**src/rtl/load_read_unit16_pkg.sv**
```systemverilog
// Shared definitions for the load read unit: FSM state encoding and default sizes.
package load_read_unit16_pkg;

    typedef enum logic [1:0] {
        IDLE = 2'd0,
        REQ  = 2'd1,
        WAIT = 2'd2,
        WB   = 2'd3
    } lru_state_e;

    localparam int DW_DEF      = 16;
    localparam int AW_DEF      = 16;
    localparam int RW_DEF      = 4;
    localparam int TIMEOUT_DEF = 15;
    localparam int CTR_W       = 4;

    // True while a load is in flight and the pipeline must hold.
    function automatic logic is_busy(input lru_state_e s);
        return s != IDLE;
    endfunction

endpackage

```
**src/rtl/D_flip_flop.sv**
```systemverilog
// Single-bit enabled register with async active-low clear.
module D_flip_flop (
    input  logic clk,
    input  logic rst_n,
    input  logic en,
    input  logic d,
    output logic q
);

    // Load d when enabled, otherwise hold.
    always_ff @(posedge clk or negedge rst_n) begin
        if (!rst_n)  q <= 1'b0;
        else if (en) q <= d;
    end

endmodule

```
**src/rtl/flipFlop16.sv**
```systemverilog
// Word-wide enabled register with async active-low clear (16 bits by default).
module flipFlop16 #(
    parameter int W = 16
) (
    input  logic         clk,
    input  logic         rst_n,
    input  logic         en,
    input  logic [W-1:0] d,
    output logic [W-1:0] q
);

    // Load d when enabled, otherwise hold.
    always_ff @(posedge clk or negedge rst_n) begin
        if (!rst_n)  q <= '0;
        else if (en) q <= d;
    end

endmodule

```
**src/rtl/load_timeout_ctr.sv**
```systemverilog
// Timeout counter for the WAIT state: clear-dominant, counts while enabled, saturates
// at LIMIT. term flags the cycle whose increment would reach LIMIT, so the caller can
// abort after exactly LIMIT waiting cycles.
module load_timeout_ctr #(
    parameter int           W     = 4,
    parameter logic [W-1:0] LIMIT = 4'd15
) (
    input  logic clk,
    input  logic rst_n,
    input  logic clr,
    input  logic en,
    output logic term
);

    logic [W-1:0] cnt;

    // Count waiting cycles; never wraps past LIMIT.
    always_ff @(posedge clk or negedge rst_n) begin
        if (!rst_n)                   cnt <= '0;
        else if (clr)                 cnt <= '0;
        else if (en && cnt != LIMIT)  cnt <= cnt + 1'b1;
    end

    assign term = (cnt == LIMIT - 1'b1);

endmodule

```
**src/rtl/load_read_unit16.sv**
```systemverilog
// Load read unit: accepts a load, runs a req/ack read on data memory, and returns the
// word to the register file as a one-cycle writeback strobe. Aborts with a sticky err
// if memory does not answer within TIMEOUT waiting cycles.
module load_read_unit16
    import load_read_unit16_pkg::*;
#(
    parameter int DW      = DW_DEF,
    parameter int AW      = AW_DEF,
    parameter int RW      = RW_DEF,
    parameter int TIMEOUT = TIMEOUT_DEF
) (
    input  logic          clk,
    input  logic          rst_n,
    input  logic          ld_valid,
    input  logic [AW-1:0] ld_addr,
    input  logic [RW-1:0] ld_rd,
    output logic          ld_ready,
    output logic          mem_req,
    output logic [AW-1:0] mem_addr,
    input  logic          mem_ack,
    input  logic [DW-1:0] mem_rdata,
    output logic          wb_valid,
    output logic [RW-1:0] wb_rd,
    output logic [DW-1:0] wb_data,
    output logic          stall,
    output logic          err
);

    lru_state_e    state;
    logic [RW-1:0] rd_q;
    logic          accept;
    logic          in_read;
    logic          ack_take;
    logic          term;

    assign ld_ready = (state == IDLE);
    assign stall    = is_busy(state);
    assign accept   = ld_valid && ld_ready;
    assign in_read  = (state == REQ) || (state == WAIT);
    // Acks outside REQ/WAIT are ignored so a stray ack cannot clobber the held word.
    assign ack_take = in_read && mem_ack;

    flipFlop16 #(.W(AW)) u_addr (
        .clk   (clk),
        .rst_n (rst_n),
        .en    (accept),
        .d     (ld_addr),
        .q     (mem_addr)
    );

    // The captured word drives wb_data directly; it only changes on a taken ack,
    // so it holds between strobes.
    flipFlop16 #(.W(DW)) u_data (
        .clk   (clk),
        .rst_n (rst_n),
        .en    (ack_take),
        .d     (mem_rdata),
        .q     (wb_data)
    );

    for (genvar i = 0; i < RW; i++) begin : g_rd
        D_flip_flop u_rd_bit (
            .clk   (clk),
            .rst_n (rst_n),
            .en    (accept),
            .d     (ld_rd[i]),
            .q     (rd_q[i])
        );
    end

    // Counter is held clear outside WAIT, so the first WAIT cycle starts from zero.
    load_timeout_ctr #(.W(CTR_W), .LIMIT(CTR_W'(TIMEOUT))) u_ctr (
        .clk   (clk),
        .rst_n (rst_n),
        .clr   (state != WAIT),
        .en    (state == WAIT),
        .term  (term)
    );

    // Load FSM with registered request, strobe, writeback index and error flag.
    always_ff @(posedge clk or negedge rst_n) begin
        if (!rst_n) begin
            state    <= IDLE;
            mem_req  <= 1'b0;
            wb_valid <= 1'b0;
            wb_rd    <= '0;
            err      <= 1'b0;
        end else begin
            wb_valid <= 1'b0;
            case (state)
                IDLE: begin
                    if (accept) begin
                        mem_req <= 1'b1;
                        err     <= 1'b0;
                        state   <= REQ;
                    end
                end
                REQ, WAIT: begin
                    // Ack beats timeout when both land in the same cycle.
                    if (mem_ack) begin
                        mem_req  <= 1'b0;
                        wb_valid <= 1'b1;
                        wb_rd    <= rd_q;
                        state    <= WB;
                    end else if (state == WAIT && term) begin
                        mem_req <= 1'b0;
                        err     <= 1'b1;
                        state   <= IDLE;
                    end else begin
                        state <= WAIT;
                    end
                end
                WB:      state <= IDLE;
                default: state <= IDLE;
            endcase
        end
    end

endmodule
```
**config.mk**
```make
export PLATFORM = sky130hd
export DESIGN_NAME = load_read_unit16
export DESIGN_NICKNAME = d
export VERILOG_FILES = /design/src/rtl/load_read_unit16_pkg.sv /design/src/rtl/D_flip_flop.sv /design/src/rtl/flipFlop16.sv /design/src/rtl/load_timeout_ctr.sv /design/src/rtl/load_read_unit16.sv
export SDC_FILE = /design/constraint.sdc
export NUM_CORES = 1
export LEC_CHECK = 0
export BUFFER_PORTS_ARGS = -buffer_cell sky130_fd_sc_hd__buf_2
export CORE_MARGIN = 10
export CORE_UTILIZATION = 43
export CTS_CLUSTER_DIAMETER = 120
export DETAILED_ROUTE_END_ITERATION = 10
export PLACE_DENSITY = 0.8
export SLEW_MARGIN = 20
export SYNTH_ARGS = -nofsm -noshare
export SYNTH_HDL_FRONTEND = slang
export SYNTH_SLANG_ARGS = --single-unit
```
**constraint.sdc**
```tcl
create_clock -name clk -period 1.3 [get_ports clk]
set_input_delay 0 -clock clk [delete_from_list [all_inputs] [get_ports clk]]
set_output_delay 0 -clock clk [all_outputs]
set_load 0.05 [all_outputs]
```
# Word level (Yosys, flattened, before mapping)
# Index checks and enable logic that the tools add are counted.
classes:
  n_addsub: 1
  eq_ne: 10
  muxes: 16
  n_reduce_logical: 13
op_table:
  columns: ["operator", "n"]
  rows:
  - ["2-to-1 mux 1 bit", 8]
  - ["2-to-1 mux 4 bit", 2]
  - ["2-to-1 mux 2 bit", 3]
  - ["!= test 2 bit, second input constant", 3]
  - ["one-hot mux 2 bit (3 select lines)", 1]
  - ["nonzero test 2 bit", 3]
  - ["adder 4 x 1 -> 4 bit, second input constant", 1]
  - ["equality test 2 bit, second input constant", 2]
  - ["equality test 4 bit, second input constant", 1]
  - ["logical AND 1 bit", 4]
  - ["!= test 4 bit, second input constant", 1]
  - ["one-hot mux 1 bit (2 select lines)", 2]
  - ["AND reduction 4 bit", 1]
  - ["!= test 3 bit, second input constant", 1]
  - ["AND reduction 3 bit", 1]
  - ["equality test 2 x 1 -> 1 bit, second input constant", 1]
  - ["zero test 2 bit", 1]
  - ["!= test 2 x 1 -> 1 bit, second input constant", 1]
  - ["AND reduction 2 bit", 1]
  - ["OR reduction 2 bit", 1]
  - ["logical OR 1 bit", 1]
totals:
  register_bits: 49
  inputBits: 40

# Longest topological paths before layout
# Gate-level depths: netlist of the first run.
logic_depth:
  depth_word: 5
  depth_mapped: 5

# By module
# From an unflattened synthesis of the first run, not the netlist that was laid out.
unflattened:
  cells_unflattened: 137
  area_unflattened_um2: 2187.1
modules_own_cells:
  columns: ["module", "instances", "cells_per_inst", "area_each_um2", "seq_area_each_um2"]
  rows:
  - ["flipFlop16", 2, 34, 649.4, 400.4]
  - ["load_read_unit16", 1, 38, 476.7, 225.2]
  - ["load_timeout_ctr", 1, 23, 251.5, 100.1]
  - ["D_flip_flop", 4, 2, 40.0, 25.0]

# Worst setup path before layout of the first run
# OpenSTA, ideal clock, no wires.
synth_timing:
  path_kind: "register to register"
  start: "reg state[0]"
  end: "reg g_rd[0].u_rd_bit.q"
  setup_ps: 125
  arrival_ps: 1593
  required_time_ps: 1175
  setup_slack_ps: -418
  path_stages_with_launch: 6
  n_path_buf: 1
  synth_period_minus_slack_ps: 1718
  cell_sequence: "dfrtp_1 -> inv_1 -> ha_1 -> nand2_2 -> buf_6 -> mux2_4"
synth_via:
  elab_chain_len: 2
synth_lines:
  columns: ["item", "line_no", "source"]
  rows:
  - ["start: declaration", "load_read_unit16.sv:29", "lru_state_e state;"]
  - ["start signal: assignment", "load_read_unit16.sv:83", "state <= IDLE;"]
  - ["start signal: assignment", "load_read_unit16.sv:95", "state <= REQ;"]
  - ["start signal: assignment", "load_read_unit16.sv:104", "state <= WB;"]
  - ["zero test 2 bit", "load_read_unit16.sv:36", "assign ld_ready = (state == IDLE);"]
  - ["via ld_ready", "load_read_unit16.sv:17", "output logic ld_ready,"]
  - ["logical AND 1 bit", "load_read_unit16.sv:38", "assign accept = ld_valid && ld_ready;"]
  - ["end signal: assignment", "D_flip_flop.sv:12", "if (!rst_n) q <= 1'b0;"]
  - ["end signal: assignment", "D_flip_flop.sv:13", "else if (en) q <= d;"]
  - ["end: declaration", "D_flip_flop.sv:7", "output logic q"]
# The timed path passes the listed nets, and every way through them passes these cells.
# A chain may end at the register's enable or synchronous reset.

# Worst setup path in the final report of the first run
layout_timing:
  start: "reg state[0]"
  end: "reg u_data.q[11]"
layout_via:
  elab_chain_len: 3
layout_lines:
  columns: ["item", "line_no", "source"]
  rows:
  - ["equality test 2 x 1 -> 1 bit or equality test 2 bit (tied branches)", "load_read_unit16.sv:39", "assign in_read = (state == REQ) || (state == WAIT);"]
  - ["logical OR 1 bit (*)", "load_read_unit16.sv:39", null]
  - ["via in_read", "load_read_unit16.sv:32", "logic in_read;"]
  - ["logical AND 1 bit (*)", "load_read_unit16.sv:41", "assign ack_take = in_read && mem_ack;"]
  - ["end signal: assignment", "flipFlop16.sv:14", "if (!rst_n) q <= '0;"]
  - ["end signal: assignment", "flipFlop16.sv:15", "else if (en) q <= d;"]
  - ["end: declaration", "flipFlop16.sv:9", "output logic [W-1:0] q"]
# The timed path passes the listed nets; every way through them passes the cells marked *.

==> impl_metrics.csv, run 1 <==
group,metric,value,unit
run_status,outcome,"finished, violations left",
run_status,violations,"setup timing",
synthesis,async_reset_ff_share,100,%
drt,wl,5450,um
synthesis,synthFlopType,"dfrtp_1",
synthesis,ys_warn_count,0,
sta,fin_worst_skew,5.59,ps
final_layout,drive_above_1_share,56.7,%
sta,slew_headroom,82.3,%
clocking,cts_htree_levels,2,
critical_path,reg2reg_to,"u_data.q[11]",
synthesis,synth_edf_count,0,
global_routing,gr-total-overflow,0,
die,dieArea,7900,um^2
final_layout,nFillCells,297,
final_layout,diodes,0,
power,power.leakage,1.67,nW
critical_path,rr_worst_depth,5,
sta,period_share,107,%
sta,drv_slew,0,
synthesis,synth_area,2040,um^2
sta,fin_ws,-86.9,ps
clocking,clk_latency,300,ps
sta,tightest_slew,265,ps
clocking,clock-sinks,49,
synthesis,syn_nets,175,
synthesis,synth_top_area_share,60.1,%
synthesis,synth.most_common_cell,"dfrtp_1",
clocking,clock_path_buffers,2,
clocking,cts_setup_buffers,0,
drt,dr_total_vias,1509,
critical_path,r2r_start,"state[0]",
global_routing,grt_pass1_wl,8580,um
hold_path,hold_class,"in -> reg",
placement,place_ws,-76.1,ps
critical_path,cp_max_fo,8,
global_routing,grt_pass1_vias,1647,
global_routing,grt_start_max_net_pins,50,
die,die_h,88.9,um
final_layout,fin_cells,317,
critical_path,r2r_slack,-90,ps
clocking,cts_tree,"yes",
sta,hold_viol,0,
hold_path,hp-start,"mem_ack",
critical_path,critical_path_arrival,1570,ps
placement,gp_congestion,0.785,
clocking,cts_root_buf,"clkbuf_8",
sta,clock.fmax,721,MHz
synthesis,synth.distinct_cells,21,
synthesis,synth_seq_area_share,60.1,%
drt,ant_nets,0,
die,die_w,88.9,um
placement,hpwl,3470,um
final_layout,post-route-util,69.8,%
critical_path,crit_path_start_kind,"flop",
flow_run,maxCapViolCount,0,
synthesis,synth_common_cells,"dfrtp_1, mux2_4, mux2_2, inv_1, o21ai_0",
power,peakVddDrop,1.80,mV
synthesis,syn_inst,130,
clocking,cts.clk_slew.worst_paths,90,ps
sta,setup_viol,43,
final_layout,post-route-cell-area,3250,um^2
drt,drc,0,
die,io_pins,81,
critical_path,worst-setup-path-type,"reg -> reg",
hold_path,whs_path_depth,3,
sta,period_needed,1390,ps
die,initial_utilization,43.8,%
critical_path,worstPathRequired,1480,ps
final_layout,area_growth_syn_to_layout,59.4,%
sta,grt_setup_unrepaired,"true",
critical_path,end_kind,"flop",
die,core,4660,um^2
drt,drt-initial-drc-count,62,
placement,io_buffers,80,
power,power_density,3010,nW/um^2
synthesis,synth_top_area_cell,"dfrtp_1",
clocking,numCtsBuffers,5,
hold_path,min_to,"mem_req",
synthesis,synth.avg_cell_area,15.7,um^2
drt,firstDrtPassIters,3,
placement,postPlaceCellArea,2670,um^2
placement,dp_cells,271,
final_layout,fin_nets,307,
synthesis,synth_area_leaders,"dfrtp_1, mux2_4, mux2_2",
power,power,0.00978,W
drt,via_per_inst,4.76,
die,rows,25,
drt,wl_per_cell,17.2,um
global_routing,grt_use_total,14.0,%
global_routing,antenna_found_initial,0,
synthesis,synth_seq_cells,49,
==> placed cells by master, fill, tap and decap left out <==
cell	count
mux2_4	38
nand4_1	1
nand3_1	2
buf_4	7
buf_6	2
ha_1	3
nor2b_4	1
or3_1	1
a31oi_1	1
dfrtp_1	49
nor4_1	1
nand3_2	1
clkbuf_8	5
nand3b_1	1
nand2_1	1
buf_8	1
ha_4	2
xnor2_1	1
nor2_1	2
mux2_2	2
o21a_1	1
inv_1	4
nand2_8	3
inv_2	3
buf_12	3
inv_6	1
bufinv_16	2
dlygate4sd3_1	37
o21ai_0	6
a211oi_1	2
buf_2	78
nor3_1	1
==> through the flow <==
step | hold WS (ps) | setup TNS (ps)
2_1_floorplan | -296 | -1930
3_3_place_gp | 6.67 | -1150
3_5_place_dp | 11.9 | -2450
4_1_cts | 77.3 | -1120
5_1_grt | 81.1 | -3700
6_report | 89.4 | -1980
==> power breakdown <==
part | internal (W) | switching (W)
combinational | 0.00227 | 0.00356
clock | 0.000774 | 0.000508
sequential | 0.00226 | 0.000414
total | 0.00530 | 0.00448
==> worst max-delay path, stage by stage (launching register included) <==
cell and delay [ps]:
dfrtp_1 410, inv_2 110, ha_4 230, nand2_8 90, buf_12 140, mux2_4 300
==> area by class of cell <==
type	instances	area, um^2	share of cell area [%]
clock buffers	5	68.8	2.12
clock inverters	3	68.8	2.12
inverters	7	26.3	0.808
multi-input cells	71	885	27.2
flip-flops and latches	49	1230	37.7
well taps	54	67.6	2.08
repair buffers	128	911	28.0
==> how the worst max path moves through the flow <==
stage	startpoint	end	slack [ps]	cells past startpoint
2_1_floorplan	state[1]	g_rd[1].u_rd_bit.q	-70	5
3_3_place_gp	state[1]	u_data.q[5]	-40	5
3_5_place_dp	state[0]	u_addr.q[8]	-80	4
4_1_cts	state[0]	u_data.q[2]	-70	5
5_1_grt	state[0]	u_data.q[8]	-130	5
6_report	state[0]	u_data.q[11]	-90	5
==> per-layer routing <==
metal,GRT usage (%),vias up,share of wire [%]
li1,-,714,-
met1,16.6,733,43
met2,23.9,60,49
met3,5.47,2,8.0
met4,2.20,0,0.15
met5,0,-,0
==> state kept, by name, indices dropped and copies added, names as in the netlist <==
signal / flops
wb_rd: 4
u_ctr.cnt: 4
err: 1
u_addr.q: 16
u_data.q: 16
state: 2
g_rd.u_rd_bit.q: 4
wb_valid: 1
mem_req: 1
==> logic make-up (layout without fill, tap and decap cells) <==
family	Yosys count	count (layout)	synth area share (%)
and+or+nand+nor	14	15	4.11
AOI/OAI and AO/OA	10	10	2.88
DFF	49	49	60.1
adders and majority gates	5	5	3.07
xor gates and xnor gates	1	1	0.429
muxes	40	40	25.9
buffers and inverters	11	143	3.49
==> timing repair <==
| item | CTS | global route |
|---|---|---|
| hold endpoints to repair | 85 | 0 |
| endpoints found under the setup margin | 42 | 45 |
| cloned | 0 | 1 |
| hold buffers | 37 | 0 |
| resized for setup | 5 | 8 |
| pin swaps | 3 | 4 |
Note: power is estimated with default switching activity, not from simulation.
==> run 2: changes to the inputs <==
--- a/config.mk
+++ b/config.mk
@@ -5,6 +5,7 @@
 export SDC_FILE = /design/constraint.sdc
 export NUM_CORES = 1
 export LEC_CHECK = 0
+export ABC_AREA = 1
 export BUFFER_PORTS_ARGS = -buffer_cell sky130_fd_sc_hd__buf_2
 export CORE_MARGIN = 10
 export CORE_UTILIZATION = 43
==> impl_metrics.csv, run 2 <==
group,metric,value,unit
synthesis,synth_top_area_share,59.9,%
sta,grt_setup_unrepaired,"true",
synthesis,synth_area_leaders,"dfrtp_1, nand2_1, mux2_4",
power,peakVddDrop,2.02,mV
sta,hold_viol,0,
run_status,violations,"setup timing",
final_layout,diodes,0,
drt,wl,5660,um
final_layout,drive_above_1_share,41.0,%
power,power_density,2930,nW/um^2
synthesis,synth.distinct_cells,18,
critical_path,crit_path_start_kind,"flop",
global_routing,grt_pass1_vias,1879,
global_routing,antenna_found_initial,0,
synthesis,ys_warn_count,0,
final_layout,final_cell_mix,"buf_2, nand2_1, dfrtp_1",
critical_path,worstPathRequired,1490,ps
synthesis,syn_nets,233,
drt,firstDrtPassIters,4,
clocking,cts_root_buf,"clkbuf_8",
drt,wl_per_cell,15.1,um
placement,place_ws,-63.0,ps
synthesis,synth_seq_area_share,59.9,%
global_routing,grt_start_max_net_pins,30,
global_routing,gr-total-overflow,0,
die,die_h,89.0,um
synthesis,synth_area,2050,um^2
critical_path,critical_path_arrival,1600,ps
die,io_pins,81,
sta,slew_headroom,67.2,%
sta,tightest_slew,492,ps
clocking,numCtsBuffers,5,
die,dieArea,7920,um^2
final_layout,area_growth_syn_to_layout,54.8,%
drt,drc,0,
clocking,cts_htree_levels,2,
synthesis,synth.most_common_cell,"nand2_1",
synthesis,synthFlopType,"dfrtp_1",
flow_run,maxCapViolCount,0,
final_layout,fin_nets,367,
clocking,cts.clk_slew.worst_paths,80,ps
clocking,clk_latency,290,ps
synthesis,synth.avg_cell_area,10.9,um^2
drt,drt-initial-drc-count,59,
clocking,clock-sinks,49,
drt,via_per_inst,4.73,
hold_path,hold_class,"in -> reg",
sta,drv_slew,0,
placement,gp_congestion,0.719,
global_routing,grt_pass1_wl,9220,um
drt,dr_total_vias,1779,
sta,period_needed,1410,ps
sta,clock.fmax,710,MHz
synthesis,synth_common_cells,"nand2_1, dfrtp_1, mux2_4, inv_1, o21ai_0",
drt,ant_nets,0,
power,power.leakage,1.73,nW
die,core,4660,um^2
final_layout,post-route-util,67.9,%
die,die_w,89.0,um
critical_path,worst-setup-path-type,"reg -> reg",
sta,fin_worst_skew,6.50,ps
die,initial_utilization,43.9,%
synthesis,synth_edf_count,0,
placement,hpwl,3680,um
clocking,clock_path_buffers,2,
sta,setup_viol,19,
critical_path,cp_max_fo,4,
die,rows,25,
placement,io_buffers,80,
final_layout,reg.largest.list,"u_addr.q x16, u_data.q x16",
sta,fin_ws,-109,ps
synthesis,synth_seq_cells,49,
synthesis,async_reset_ff_share,100,%
final_layout,mostFrequentLayoutCell,"buf_2",
sta,period_share,108,%
synthesis,synth_top_area_cell,"dfrtp_1",
synthesis,syn_inst,188,
clocking,cts_tree,"yes",
run_status,outcome,"finished, violations left",
global_routing,grt_use_total,15.0,%
critical_path,end_kind,"flop",
[run 2: cell count changes in the layout (fill, tap and decap cells not counted), sizes merged, moves of 2 or more]
cell    previous run  this run
nand2              4        74
a21oi              0         4
mux2              40        17
nor2               2         5
buf               91        95
a211oi             2         0
bufinv             2         0
clkbuf             5         7
inv                8        13
nand3              3         5
[run 2: logic make-up (layout without fill, tap and decap cells)]
logic type / count (synthesis) / count (layout) / synth area share, %
flip-flops: 49 / 49 / 59.9
multiplexers: 17 / 17 / 11.9
adder cells (fa/ha/maj): 5 / 5 / 3.06
AND/OR/NAND/NOR: 86 / 86 / 16.9
buffers and inverters: 19 / 153 / 5.14
AO/OA/AOI/OAI: 12 / 12 / 3.06
[run 2: critical path: stages, from the launching register on]
cell	delay [ps]
dfrtp_1	400
inv_2	90
ha_4	150
buf_12	100
clkinvlp_4	90
buf_6	130
nor2_4	150
nor2_4	50
nand4_1	80
nand2_1	50
[run 2: routing by layer]
| metal | share of wire (%) | wire (um) | GRT usage [%] |
|---|---|---|---|
| met3 | 7.1 | 402 | 5.47 |
| met5 | 0 | 0 | 0 |
| met4 | 1.0 | 57 | 3.03 |
| met1 | 39 | 2190 | 15.7 |
| met2 | 53 | 3010 | 28.1 |
[run 2: layout make-up]
type / instances / area, um^2
inverters: 14 / 61.3
flip-flops and latches: 49 / 1230
clock buffers: 7 / 86.3
repair buffers: 132 / 955
multi-input cells: 120 / 771
well taps: 54 / 67.6
fillers: 339 / 1490
[run 2: repair_timing]
item | CTS | global route
setup buffers | 4 | 1
endpoints found under the hold margin | 56 | 0
resized for setup | 7 | 8
hold buffers | 37 | 0
setup endpoints to repair | 17 | 34
pin swaps | 2 | 6
[run 2: final timing paths]
kind                                to   startpoint  cells past startpoint  slack, ps
max                                err     state[0]                      9       -110
max in group asynchronous  u_addr.q[4]        rst_n                      3        580
min                           state[1]     ld_valid                      4         40
min reg2reg                u_data.q[9]  u_data.q[9]                      2        480
max reg2reg                        err     state[0]                      9       -110
min in group asynchronous  u_data.q[1]        rst_n                      2        200
[run 2: report_power, final]
| group | internal (W) | total, W | switching [W] |
|---|---|---|---|
| registers | 0.00225 | 0.00263 | 0.000380 |
| clock network | 0.000422 | 0.000876 | 0.000453 |
| logic | 0.00194 | 0.00577 | 0.00384 |
[run 2: through the flow]
step           hold slack [ps]  instance area, um^2  total power [W]  std cells  TNS, ps
3_5_place_dp             -12.6                 2620          0.00797        327     -796
6_report                  44.6                 3170          0.00928        376    -1120
5_1_grt                   36.5                 3170          0.00983        376    -2140
2_1_floorplan             -296                 2070          0.00661        188    -2450
3_3_place_gp             -21.8                 2620          0.00785        327     -391
4_1_cts                   23.2                 3120          0.00913        375     -978
